### src/rtl/store_buffer_pkg.sv
// Shared widths, stall code and entry layout for the store buffer.
// Imported by the interface, the match search and the top.
package sb_pkg;
    localparam int ADDR_W = 15;
    localparam int DATA_W = 16;
    localparam logic [2:0] STALL_WB = 3'd6;

    typedef struct packed {
        logic [ADDR_W-1:0] addr;
        logic [DATA_W-1:0] data;
    } sb_entry_t;
endpackage

### src/rtl/store_buffer_if.sv
// Core-side store/load port and memory-side write/read port of the store buffer.
// Load addresses carry the valid flag in bit 16 and the word address in bits [15:1].
interface store_buffer_if;
    import sb_pkg::*;

    logic                st_wen;
    logic [ADDR_W-1:0]   st_waddr;
    logic [DATA_W-1:0]   st_wdata;
    logic [16:1]         ld_raddr;
    logic [DATA_W-1:0]   ld_rdata;
    logic [2:0]          stall_num;
    logic                sb_empty;
    logic                mem_wen;
    logic [ADDR_W-1:0]   mem_waddr;
    logic [DATA_W-1:0]   mem_wdata;
    logic                mem_busy;
    logic [16:1]         mem_raddr;
    logic [DATA_W-1:0]   mem_rdata;

    // The store buffer itself sits on the slave side.
    modport slave (
        input  st_wen, st_waddr, st_wdata, ld_raddr, mem_busy, mem_rdata,
        output ld_rdata, stall_num, sb_empty, mem_wen, mem_waddr, mem_wdata, mem_raddr
    );

    modport master (
        output st_wen, st_waddr, st_wdata, ld_raddr, mem_busy, mem_rdata,
        input  ld_rdata, stall_num, sb_empty, mem_wen, mem_waddr, mem_wdata, mem_raddr
    );
endinterface

### src/rtl/store_buffer_match.sv
// Youngest-match search over the buffered stores for load forwarding.
// Walking oldest to youngest lets later hits overwrite earlier ones.
module sb_match
    import sb_pkg::*;
#(
    parameter  int DEPTH = 4,
    localparam int PTR_W = $clog2(DEPTH)
) (
    input  sb_entry_t [DEPTH-1:0] entries_i,
    input  logic [DEPTH-1:0]      valid_i,
    input  logic [PTR_W-1:0]      head_i,
    input  logic [ADDR_W-1:0]     addr_i,
    output logic                  hit_o,
    output logic [DATA_W-1:0]     data_o
);

    always_comb begin
        hit_o  = 1'b0;
        data_o = '0;
        for (int k = 0; k < DEPTH; k++) begin
            if (valid_i[head_i + PTR_W'(k)] &&
                entries_i[head_i + PTR_W'(k)].addr == addr_i) begin
                hit_o  = 1'b1;
                data_o = entries_i[head_i + PTR_W'(k)].data;
            end
        end
    end

endmodule

### src/rtl/store_buffer.sv
// Circular FIFO store buffer between core and memory with load forwarding.
// Stores drain in order whenever memory is free; loads see the youngest buffered value.
module store_buffer
    import sb_pkg::*;
#(
    parameter int DEPTH = 4
) (
    input logic           clk,
    input logic           rst_n,
    store_buffer_if.slave sb_io
);

    localparam int PTR_W = $clog2(DEPTH);
    localparam int CNT_W = PTR_W + 1;
    localparam logic [CNT_W-1:0] FULL_CNT = CNT_W'(DEPTH);

    sb_entry_t [DEPTH-1:0] entries_q;
    logic [PTR_W-1:0]      head_q, head_d;
    logic [PTR_W-1:0]      tail_q, tail_d;
    logic [CNT_W-1:0]      count_q, count_d;
    logic                  fwdHit_q, fwdHit_d;
    logic [DATA_W-1:0]     fwdData_q, fwdData_d;

    logic                  full;
    logic                  drain;
    logic                  push;
    logic [DEPTH-1:0]      validMask;
    logic                  bufHit;
    logic [DATA_W-1:0]     bufData;

    assign full  = (count_q == FULL_CNT);
    assign drain = (count_q != '0) && !sb_io.mem_busy;
    // A full buffer still accepts a store when the head leaves in the same cycle.
    assign push  = sb_io.st_wen && (!full || drain);

    always_comb begin
        validMask = '0;
        for (int i = 0; i < DEPTH; i++) begin
            validMask[i] = {1'b0, PTR_W'(PTR_W'(i) - head_q)} < count_q;
        end
    end

    always_comb begin
        head_d  = head_q;
        tail_d  = tail_q;
        count_d = count_q;
        if (push) begin
            tail_d = tail_q + PTR_W'(1);
        end
        if (drain) begin
            head_d = head_q + PTR_W'(1);
        end
        case ({push, drain})
            2'b10:   count_d = count_q + CNT_W'(1);
            2'b01:   count_d = count_q - CNT_W'(1);
            default: count_d = count_q;
        endcase
    end

    sb_match #(.DEPTH(DEPTH)) u_match (
        .entries_i (entries_q),
        .valid_i   (validMask),
        .head_i    (head_q),
        .addr_i    (sb_io.ld_raddr[15:1]),
        .hit_o     (bufHit),
        .data_o    (bufData)
    );

    // The store accepted this cycle is younger than anything already buffered.
    always_comb begin
        fwdHit_d  = 1'b0;
        fwdData_d = '0;
        if (sb_io.ld_raddr[16]) begin
            if (push && sb_io.st_waddr == sb_io.ld_raddr[15:1]) begin
                fwdHit_d  = 1'b1;
                fwdData_d = sb_io.st_wdata;
            end else if (bufHit) begin
                fwdHit_d  = 1'b1;
                fwdData_d = bufData;
            end
        end
    end

    always_ff @(posedge clk or negedge rst_n) begin
        if (!rst_n) begin
            head_q    <= '0;
            tail_q    <= '0;
            count_q   <= '0;
            fwdHit_q  <= 1'b0;
            fwdData_q <= '0;
        end else begin
            head_q    <= head_d;
            tail_q    <= tail_d;
            count_q   <= count_d;
            fwdHit_q  <= fwdHit_d;
            fwdData_q <= fwdData_d;
        end
    end

    always_ff @(posedge clk) begin
        if (push) begin
            entries_q[tail_q] <= '{addr: sb_io.st_waddr, data: sb_io.st_wdata};
        end
    end

    assign sb_io.stall_num = (sb_io.st_wen && full && sb_io.mem_busy) ? STALL_WB : 3'd0;
    assign sb_io.sb_empty  = (count_q == '0);
    assign sb_io.mem_wen   = drain;
    assign sb_io.mem_waddr = entries_q[head_q].addr;
    assign sb_io.mem_wdata = entries_q[head_q].data;
    assign sb_io.mem_raddr = sb_io.ld_raddr;
    assign sb_io.ld_rdata  = fwdHit_q ? fwdData_q : sb_io.mem_rdata;

endmodule
### src/flat_wrapper.sv
// flat-port wrapper written by rule: the top's interface ports become plain ports
module store_buffer_flat import sb_pkg::*;
#(
    parameter int DEPTH = 4
)
  (clk, rst_n, sb_io_st_wen, sb_io_st_waddr, sb_io_st_wdata, sb_io_ld_raddr, sb_io_mem_busy, sb_io_mem_rdata, sb_io_ld_rdata, sb_io_stall_num, sb_io_sb_empty, sb_io_mem_wen, sb_io_mem_waddr, sb_io_mem_wdata, sb_io_mem_raddr);
  store_buffer_if sb_io_i ();
  input logic clk;
  input logic rst_n;
  input wire logic [$bits(sb_io_i.st_wen)-1:0] sb_io_st_wen;
  input wire logic [$bits(sb_io_i.st_waddr)-1:0] sb_io_st_waddr;
  input wire logic [$bits(sb_io_i.st_wdata)-1:0] sb_io_st_wdata;
  input wire logic [$bits(sb_io_i.ld_raddr)-1:0] sb_io_ld_raddr;
  input wire logic [$bits(sb_io_i.mem_busy)-1:0] sb_io_mem_busy;
  input wire logic [$bits(sb_io_i.mem_rdata)-1:0] sb_io_mem_rdata;
  output wire logic [$bits(sb_io_i.ld_rdata)-1:0] sb_io_ld_rdata;
  output wire logic [$bits(sb_io_i.stall_num)-1:0] sb_io_stall_num;
  output wire logic [$bits(sb_io_i.sb_empty)-1:0] sb_io_sb_empty;
  output wire logic [$bits(sb_io_i.mem_wen)-1:0] sb_io_mem_wen;
  output wire logic [$bits(sb_io_i.mem_waddr)-1:0] sb_io_mem_waddr;
  output wire logic [$bits(sb_io_i.mem_wdata)-1:0] sb_io_mem_wdata;
  output wire logic [$bits(sb_io_i.mem_raddr)-1:0] sb_io_mem_raddr;
  assign sb_io_i.st_wen = sb_io_st_wen;
  assign sb_io_i.st_waddr = sb_io_st_waddr;
  assign sb_io_i.st_wdata = sb_io_st_wdata;
  assign sb_io_i.ld_raddr = sb_io_ld_raddr;
  assign sb_io_i.mem_busy = sb_io_mem_busy;
  assign sb_io_i.mem_rdata = sb_io_mem_rdata;
  assign sb_io_ld_rdata = sb_io_i.ld_rdata;
  assign sb_io_stall_num = sb_io_i.stall_num;
  assign sb_io_sb_empty = sb_io_i.sb_empty;
  assign sb_io_mem_wen = sb_io_i.mem_wen;
  assign sb_io_mem_waddr = sb_io_i.mem_waddr;
  assign sb_io_mem_wdata = sb_io_i.mem_wdata;
  assign sb_io_mem_raddr = sb_io_i.mem_raddr;
  store_buffer #(.DEPTH(DEPTH)) u_core (.clk(clk), .rst_n(rst_n), .sb_io(sb_io_i));
endmodule
### config.mk
export PLATFORM = sky130hd
export DESIGN_NAME = store_buffer_flat
export DESIGN_NICKNAME = d
export VERILOG_FILES = /design/src/rtl/store_buffer_pkg.sv /design/src/rtl/store_buffer_if.sv /design/src/rtl/store_buffer_match.sv /design/src/rtl/store_buffer.sv /design/src/flat_wrapper.sv
export SDC_FILE = /design/constraint.sdc
export NUM_CORES = 1
export LEC_CHECK = 0
export BUFFER_PORTS_ARGS = -buffer_cell sky130_fd_sc_hd__buf_2
export CORE_MARGIN = 3
export CORE_UTILIZATION = 35
export CTS_BUF_LIST = sky130_fd_sc_hd__clkbuf_4 sky130_fd_sc_hd__clkbuf_8 sky130_fd_sc_hd__clkbuf_16
export CTS_CLUSTER_SIZE = 12
export DETAILED_ROUTE_END_ITERATION = 8
export GPL_ROUTABILITY_DRIVEN = 0
export HOLD_SLACK_MARGIN = 0.15
export PLACE_DENSITY = 0.63
export RECOVER_POWER = 25
export SLEW_MARGIN = 20
export SYNTH_ARGS = -nofsm -noshare
export SYNTH_HDL_FRONTEND = slang
export SYNTH_SLANG_ARGS = --single-unit
### constraint.sdc
create_clock -name clk -period 4 [get_ports clk]
set_input_delay 1 -clock clk [delete_from_list [all_inputs] [get_ports clk]]
set_output_delay 1 -clock clk [all_outputs]
set_load 0.02 [all_outputs]
==> results.py <==
metrics = {
    "power": {
        "pwr-share-comb_pct": 51.7,
        "p_leak_nw": 4.06,
        "sw_frac_of_total_pct": 38.8,
        "internal_power_mw": 4.93,
        "p_clk_share_pct": 20.7,
        "power_frac_seq_pct": 27.6,
        "irDropWorstVdd_mv": 0.429,
        "power.density_mw_per_mm2": 718,
        "p_sw_mw": 3.13,
    },
    "hold_path": {
        "hold_class": "flip-flop to flip-flop",
        "hold_start": "u_core.count_q[1]",
    },
    "clocking": {
        "post_cts_resized": 0,
        "post_cts_buffers": 0,
        "hold_buffers": 0,
        "cts_buffers": 17,
        "clock-sinks": 148,
        "cts-root-buf": "clkbuf_16",
        "clk_path_buf_depth": 2,
        "clkLatencyLatePin_ns": 0.42,
        "h-tree-depth": 4,
        "path_clk_slew_ns": 0.06,
        "cts_tree": "done",
    },
    "critical_path": {
        "crit_path_max_fanout": 91,
        "timing.rr.start": "u_core.head_q[0]",
        "cp.required_ns": 4.33,
        "worst_setup_path_end_kind": "flip-flop",
        "start_kind": "flip-flop",
        "crit_arrival_ns": 3.77,
        "cp-startpoint": "u_core.head_q[0]",
        "critPathKind": "flip-flop to flip-flop",
    },
    "timing": {
        "hold_violations": 0,
        "worst_slew_pin_slew_ns": 0.948,
        "rsz0062_at_grt": "false",
        "min_period_over_period_pct": 86.0,
        "relSlewSlack_pct": 36.8,
        "setup_viol": 0,
        "timing.setup.tns_ns": 0,
        "fin_worst_skew_ns": 0.00863,
        "period_minus_slack_ns": 3.44,
        "final_max_slew_viol_count": 0,
        "fmax_mhz": 291,
    },
    "final_layout": {
        "drive_gt1_share_pct": 30.3,
        "post-route-util_pct": 41.5,
        "area_delta_synth_final_pct": 15.7,
        "layout.nets": 920,
        "final_cells": 1228,
        "insertedDiodeCount": 0,
    },
    "die": {
        "die_area_mm2": 0.0298,
        "core_area_mm2": 0.0271,
        "rows": 60,
        "die_w_um": 173,
        "initial_core_util_pct": 35.8,
        "pin_count": 135,
        "chipHeight_um": 173,
    },
    "route": {
        "dr.pass1.iters": 5,
        "post_drt_via_cell_ratio": 5.47,
        "vias": 6723,
        "wl_per_cell_um": 20.0,
        "ant_nets": 0,
        "drtIter0Drc": 601,
        "finalWirelength_um": 24500,
        "drcViolationCount": 0,
    },
    "place": {
        "port_buffers": 133,
        "hpwlAfterDp_um": 17400,
        "dp.cells": 1196,
    },
    "flow_run": {
        "drv_cap": 0,
    },
    "logic_synthesis": {
        "syn_area_mm2": 0.00971,
        "ys_warn_count": 0,
        "yosys-top-cells-count": "edfxtp_1 (124), xnor2_1 (81), mux4_2 (66), mux2i_1 (45), nand2_1 (42)",
        "synth_top_cell_by_area": "edfxtp_1",
        "netlist.area_leader.share_pct": 38.3,
        "syn_area_per_cell_um2": 12.9,
        "synth_area_leaders": "edfxtp_1 (38%), mux4_2 (15%), xnor2_1 (7.3%), dfrtp_1 (6.2%), mux2i_1 (4.6%)",
        "synth_edf_count": 124,
        "ys_ff_latch": 148,
        "synthesis.instances": 751,
        "synthFlopType": "edfxtp_1",
        "yosysSeqAreaShare_pct": 44.5,
        "synth.most_common_cell": "edfxtp_1",
        "netlist-cell-type-count": 55,
        "ys_async_sr_fraction_pct": 16.2,
        "syn_nets": 828,
    },
    "global_route": {
        "grt_pass1_vias": 6584,
        "overflow": 0,
        "groute.usage.overall_pct": 16.5,
        "use_met2_pct": 27.9,
        "grt_pass1_wl_um": 38500,
        "grt_start_max_net_pins": 92,
        "met3_usage_pct": 2.85,
        "grt_antenna_before_repair": 1,
        "busiest_layer": "met2",
        "grtUsageMet1_pct": 21.7,
    },
    "run_status": {
        "status": "completed",
    },
}
==> cell type report <==
| class | instances | area (um^2) |
|---|---|---|
| sequential | 148 | 4330 |
| fill | 2544 | 15900 |
| tap | 372 | 465 |
| clock buffer | 24 | 497 |
| multi-input combinational | 509 | 4890 |
| timing repair buffer | 154 | 881 |
| inverter | 13 | 48.8 |
| clock inverter | 8 | 125 |
==> routing by layer <==
metal	part of all wire, %	up-vias
li1	-	3072
met1	43	3403
met2	50	219
met3	5.5	27
met4	1.8	2
met5	0.053	-
==> power groups by stage <==
stage	combinational, mW	sequential, mW	clock [mW]
floorplan	3.31	2.14	0
global placement	4.18	2.24	0
detailed placement	4.19	2.25	0
CTS	4.22	2.23	1.70
global route	4.51	2.27	1.77
finish	4.17	2.23	1.67
==> metrics by stage <==
stage	setup WS, ns	area (um^2)	power [mW]	hold WS [ns]
floorplan	0.0298	9730	5.45	0.510
global placement	0.606	10600	6.43	0.536
detailed placement	0.564	10600	6.45	0.538
CTS	0.556	11300	8.15	0.555
global route	0.363	11200	8.55	0.634
finish	0.559	11200	8.07	0.552
==> state kept, by name, indices dropped and copies added, names as in the netlist <==
signal / flops
u_core.fwdHit_q: 1
u_core.tail_q: 2
u_core.count_q: 3
u_core.fwdData_q: 16
u_core.entries_q: 124
u_core.head_q: 2
==> cells by family after synthesis <==
family	share of synthesized area, %
simple gates	7.74
compound gates	8.71
mux	24.9
other cells	0.0386
xor+xnor	7.57
flops	44.5
fa+ha+maj	1.37
buf+inv	5.14
==> path summary, 6_finish.rpt <==
| kind | to | slack [ns] | cells after the start |
|---|---|---|---|
| max in group asynchronous | u_core.head_q[1] | 2.87 | 1 |
| setup reg to reg | u_core.fwdData_q[11] | 0.56 | 10 |
| setup / recovery | u_core.fwdData_q[11] | 0.56 | 10 |
| hold reg to reg | u_core.count_q[1] | 0.55 | 2 |
| min in group asynchronous | u_core.fwdData_q[4] | 0.61 | 1 |
| hold / removal | u_core.count_q[1] | 0.55 | 2 |
==> layout by cell type (no fill, tap or decap), types with 18 or more instances in the layout <==
cell and n:
edfxtp_1 124, buf_2 109, xnor2_1 81, mux4_2 66, mux2i_1 45, nand2_1 42, clkbuf_1 24, mux2_1 23
a21oi_1 22, o21ai_0 22, dfrtp_1 22, and2_1 21, nor2_1 20, mux2_2 20, nand4_1 18
==> critical path: stages, from the launching register on <==
cell       delay [ns]
dfrtp_4          0.59
buf_12           0.29
buf_12           0.33
inv_2            0.17
mux4_2           0.29
o2111ai_1        0.16
nor4_4           0.46
a21bo_2          0.35
buf_4            0.20
a211o_1          0.24
a31oi_1          0.18
No activity file was read; power rests on OpenSTA's default activity.
